--- config.mk ---
export PLATFORM = sky130hd
export DESIGN_NAME = keypad_hex16
export DESIGN_NICKNAME = d
export VERILOG_FILES = /design/src/rtl/keypad_hex16.sv
export SDC_FILE = /design/constraint.sdc
export NUM_CORES = 1
export LEC_CHECK = 0
export ABC_AREA = 1
export BUFFER_PORTS_ARGS = -buffer_cell sky130_fd_sc_hd__buf_2
export CAP_MARGIN = 20
export CORE_MARGIN = 4
export CORE_UTILIZATION = 30
export DETAILED_ROUTE_END_ITERATION = 8
export HOLD_SLACK_MARGIN = 0.03
export PLACE_DENSITY = 0.58
export SLEW_MARGIN = 5
export SYNTH_ARGS = -nofsm -noshare
export SYNTH_HDL_FRONTEND = slang
export SYNTH_SLANG_ARGS = --single-unit
--- constraint.sdc ---
create_clock -name clk -period 2.6 [get_ports clk]
set_clock_uncertainty 0.15 [all_clocks]
set_input_delay 0.13 -clock clk [delete_from_list [all_inputs] [get_ports clk]]
set_output_delay 0.13 -clock clk [all_outputs]
set_load 0.01 [all_outputs]
--- src/rtl/keypad_hex16.sv ---
// keypad_hex16: scans a 4x4 active-low matrix keypad, debounces presses and releases,
// and shifts each accepted key nibble into a 16-bit entry register from the right.
module keypad_hex16 #(
   parameter int unsigned SCAN_DIV     = 1024,
   parameter int unsigned DEBOUNCE_CNT = 4
) (
   input  logic        clk,
   input  logic        rst_n,
   input  logic [3:0]  row,
   input  logic        clr,
   output logic [3:0]  col,
   output logic [15:0] value,
   output logic [3:0]  key_code,
   output logic        key_valid,
   output logic        pressed
);

   localparam int unsigned SlotW = $clog2(SCAN_DIV);
   localparam int unsigned CntW  = $clog2(DEBOUNCE_CNT + 1);
   localparam logic [SlotW-1:0] SlotLast = SlotW'(SCAN_DIV - 1);
   localparam logic [CntW-1:0]  CntDone  = CntW'(DEBOUNCE_CNT);
   localparam logic [CntW-1:0]  CntOne   = CntW'(1);

   typedef enum logic [1:0] {StScan, StDebounce, StHeld} state_e;

   function automatic logic [3:0] keymap(input logic [1:0] r, input logic [1:0] c);
      logic [3:0] nib;
      unique case ({r, c})
         4'h0: nib = 4'h1;
         4'h1: nib = 4'h2;
         4'h2: nib = 4'h3;
         4'h3: nib = 4'hA;
         4'h4: nib = 4'h4;
         4'h5: nib = 4'h5;
         4'h6: nib = 4'h6;
         4'h7: nib = 4'hB;
         4'h8: nib = 4'h7;
         4'h9: nib = 4'h8;
         4'hA: nib = 4'h9;
         4'hB: nib = 4'hC;
         4'hC: nib = 4'h0;
         4'hD: nib = 4'hF;
         4'hE: nib = 4'hE;
         4'hF: nib = 4'hD;
      endcase
      return nib;
   endfunction

   logic [3:0]       row_meta_q, rs_q;
   logic [SlotW-1:0] slot_q;
   state_e           state_q, state_d;
   logic [1:0]       k_q, k_d;
   logic [1:0]       ridx_q, ridx_d;
   logic [CntW-1:0]  cnt_q, cnt_d;
   logic [CntW-1:0]  cnt_inc;
   logic [3:0]       col_q, col_d;
   logic [15:0]      value_q;
   logic [3:0]       key_code_q;
   logic             key_valid_q;
   logic             sample;
   logic             accept;
   logic             rs_one_low;
   logic [1:0]       rs_idx;
   logic [3:0]       new_code;

   assign sample  = (slot_q == SlotLast);
   assign cnt_inc = cnt_q + CntOne;

   // Exactly one row low identifies a single key; anything else is idle or a ghost.
   always_comb begin
      rs_one_low = 1'b1;
      rs_idx     = 2'd0;
      unique case (rs_q)
         4'b1110: rs_idx = 2'd0;
         4'b1101: rs_idx = 2'd1;
         4'b1011: rs_idx = 2'd2;
         4'b0111: rs_idx = 2'd3;
         default: rs_one_low = 1'b0;
      endcase
   end

   always_comb begin
      state_d = state_q;
      k_d     = k_q;
      ridx_d  = ridx_q;
      cnt_d   = cnt_q;
      accept  = 1'b0;
      if (sample) begin
         unique case (state_q)
            StScan: begin
               if (rs_one_low) begin
                  ridx_d = rs_idx;
                  cnt_d  = CntOne;
                  if (CntOne == CntDone) begin
                     accept  = 1'b1;
                     state_d = StHeld;
                     cnt_d   = '0;
                  end else begin
                     state_d = StDebounce;
                  end
               end else begin
                  k_d = k_q + 2'd1;
               end
            end
            StDebounce: begin
               if (rs_q == ~(4'b0001 << ridx_q)) begin
                  cnt_d = cnt_inc;
                  if (cnt_inc == CntDone) begin
                     accept  = 1'b1;
                     state_d = StHeld;
                     cnt_d   = '0;
                  end
               end else begin
                  state_d = StScan;
                  cnt_d   = '0;
                  k_d     = k_q + 2'd1;
               end
            end
            StHeld: begin
               if (rs_q == 4'b1111) begin
                  cnt_d = cnt_inc;
                  if (cnt_inc == CntDone) begin
                     state_d = StScan;
                     cnt_d   = '0;
                     k_d     = k_q + 2'd1;
                  end
               end else begin
                  cnt_d = '0;
               end
            end
            default: begin
               state_d = StScan;
               cnt_d   = '0;
            end
         endcase
      end
   end

   assign new_code = keymap(ridx_d, k_q);
   assign col_d    = ~(4'b0001 << k_d);

   always_ff @(posedge clk or negedge rst_n) begin
      if (!rst_n) begin
         row_meta_q  <= 4'hF;
         rs_q        <= 4'hF;
         slot_q      <= '0;
         state_q     <= StScan;
         k_q         <= 2'd0;
         ridx_q      <= 2'd0;
         cnt_q       <= '0;
         col_q       <= 4'b1110;
         value_q     <= 16'h0000;
         key_code_q  <= 4'h0;
         key_valid_q <= 1'b0;
      end else begin
         row_meta_q  <= row;
         rs_q        <= row_meta_q;
         slot_q      <= sample ? '0 : slot_q + SlotW'(1);
         state_q     <= state_d;
         k_q         <= k_d;
         ridx_q      <= ridx_d;
         cnt_q       <= cnt_d;
         col_q       <= col_d;
         key_valid_q <= accept;
         if (accept) begin
            key_code_q <= new_code;
         end
         // Clear wins over a same-cycle accept.
         if (clr) begin
            value_q <= 16'h0000;
         end else if (accept) begin
            value_q <= {value_q[11:0], new_code};
         end
      end
   end

   assign col       = col_q;
   assign value     = value_q;
   assign key_code  = key_code_q;
   assign key_valid = key_valid_q;
   assign pressed   = (state_q == StHeld);

endmodule
==> flow_metrics.tcl <==
set metrics [dict create \
    worstHoldPathType "input pin to asynchronous set/reset pin" \
    cts_tree "yes" \
    vias 1852 \
    power.density_nw_per_um2 476 \
    die_h_um 97.1 \
    worstMarginPinSlew_ns 0.650 \
    die_w_um 97.1 \
    hold_viol_final 0 \
    fin_nets 325 \
    grt_first_pass_wirelength_um 8340 \
    cp_data_arrival_time_ns 2.32 \
    synth_top_cell_by_area "dfrtp_1" \
    fillers 793 \
    drc_errors 0 \
    start_util_pct 30.8 \
    yosysWarnings 0 \
    path_clk_slew_ns 0.10 \
    hold_slack_ns 0.0247 \
    peakVddDrop_uv 303 \
    setup_viol 0 \
    fmax_mhz 439 \
    core_area_sq_um 7730 \
    fin_setup_tns_ns 0 \
    drv_slew 0 \
    final_cell_mix "nand2_1, dfrtp_1, buf_2" \
    final_common_cell "nand2_1" \
    status "finished clean" \
    fin_area_sq_um 2860 \
    maxCapViolations 0 \
    required_ns 2.64 \
    track_usage_pct 10.6 \
    drive_above_1_share_pct 22.7 \
    drtIter0Drc 83 \
    min_period_ns 2.28 \
    portBuffers 32 \
    dieArea_sq_um 9430 \
    wl_per_cell_um 11.3 \
    grt_antenna_before_repair 0 \
    dr.pass1.iters 4 \
    cts_buffers 5 \
    power_w 0.00136 \
    ios 33 \
    critical_path_class "flop to flop" \
    grt_pass1_vias 1859 \
    leakage_nw 1.49 \
    syn_to_final_growth_pct 20.1 \
    endpoint_kind "flop" \
    placed_cell_area_sq_um 2680 \
    grt.overflow.total 0 \
    syn_inst 265 \
    postRouteAntennaNets 0 \
    syn-num-nets 278 \
    root_buffer "clkbuf_8" \
    vias_per_cell 4.46 \
    synth_seq_cells 52 \
    post_cts_buffers 0 \
    synth_top_area_share_pct 43.1 \
    final_cells 415 \
    synth-seq-area-share_pct 55.2 \
    gp_congestion 0.805 \
    cp-start-kind "flop" \
    synth_area_sq_um 2380 \
    synth_area_leaders "dfrtp_1, nand2_1, dfstp_2, nand3_1, inv_1" \
    place_inst 400 \
    avgSynthCellArea_sq_um 8.99 \
    cts-htree-levels 2 \
    critPathMaxFanout 15 \
    rsz0062_at_grt "no" \
    grt_start_max_net_pins 46 \
    num_antenna_cells 0 \
    wl_um 4680 \
    hpwl_um 3410 \
    clockBufferDepth 2 \
    clk_latency_ns 0.31 \
    slew_headroom_pct 56.3 \
    ys_types 33 \
    period_share_pct 87.7 \
    cts.sinks 52 \
    num_rows 32 \
]
-- cell type report --
cell class / count / area (sq um) / area share [%]
Sequential cell: 52 / 1320 / 46.0
Multi-Input combinational cell: 179 / 937 / 32.8
Timing Repair Buffer: 42 / 263 / 9.19
Tap cell: 102 / 128 / 4.46
Inverter: 32 / 120 / 4.20
Clock buffer: 5 / 68.8 / 2.41
Clock inverter: 3 / 27.5 / 0.963
-- logic make-up (layout without fill, tap and decap cells) --
logic type      after synthesis  in the layout  synth area share, %
compound gates               29             29                 6.78
xor+xnor                      5              5                 2.15
buf+inv                      34             82                 5.41
simple gates                139            139                 27.3
fa+ha+maj                     6              6                 3.15
flops                        52             52                 55.2
-- per-layer routing --
| layer | global-route usage (%) | vias to the layer above | part of all wire, % |
|---|---|---|---|
| li1 | - | 946 | - |
| met1 | 13.2 | 872 | 47 |
| met3 | 2.23 | 8 | 3.1 |
| met5 | 0 | - | 0 |
| met2 | 17.5 | 26 | 48 |
| met4 | 5.08 | 0 | 1.9 |
-- cells in the mapped netlist, drive strengths merged --
cell type / instances
nand2: 83
dfrtp: 41
inv: 31
nand3: 28
o21ai: 15
nor2: 12
dfstp: 11
a21oi: 8
ha: 6
nor3: 4
xor2: 4
nand3b: 3
nand4: 3
o31ai: 3
or2: 3
a31oi: 2
a22oi: 1
and3: 1
buf: 1
clkbuf: 1
clkinv: 1
nor3b: 1
nor4: 1
xnor2: 1
-- stage by stage --
step           util, %  setup slack [ns]
2_1_floorplan        -             0.585
3_3_place_gp      34.7             0.332
3_5_place_dp      34.7             0.293
4_1_cts           36.7             0.286
5_1_grt           37.0            0.0910
6_report          37.0             0.321
-- final timing paths --
check                             to  slack, ns          start  cells past startpoint
setup reg to reg           value[15]       0.32      slot_q[0]                     10
hold reg to reg              rs_q[1]       0.21  row_meta_q[1]                      0
max in group asynchronous    rs_q[3]       1.56          rst_n                      4
min in group clk             rs_q[1]       0.21  row_meta_q[1]                      0
hold / removal             value[11]       0.02          rst_n                      2
setup / recovery           value[15]       0.32      slot_q[0]                     10
-- critical path, cell delays in order, from the launching register on --
cell and delay (ns):
dfrtp_1 0.38, ha_1 0.20, nand2_2 0.08, nor2_2 0.14, nand4_2 0.14, nor3_4 0.28
nand2_1 0.24, nand2_2 0.15, inv_1 0.21, nand2_1 0.11, o21ai_0 0.08
-- what timing repair did --
action / in CTS / in global routing
hold buffers: 6 / 0
gates resized for setup: 0 / 0
hold endpoints to repair: 47 / 0
-- flip-flops by register name, summed over array words and instances (netlist names) --
| signal | cells |
|---|---|
| key_code | 4 |
| slot_q | 10 |
| ridx_q | 2 |
| rs_q | 4 |
| row_meta_q | 4 |
| col | 4 |
| cnt_q | 3 |
| state_q | 2 |
| value | 16 |
| key_valid | 1 |
| k_q | 2 |
-- where the power goes --
| group | internal [W] | switching (W) |
|---|---|---|
| sequential | 0.000820 | 0.00000340 |
| combinational | 0.0000190 | 0.0000361 |
| clock | 0.000198 | 0.000285 |
Power figures use the tool's default switching activity.
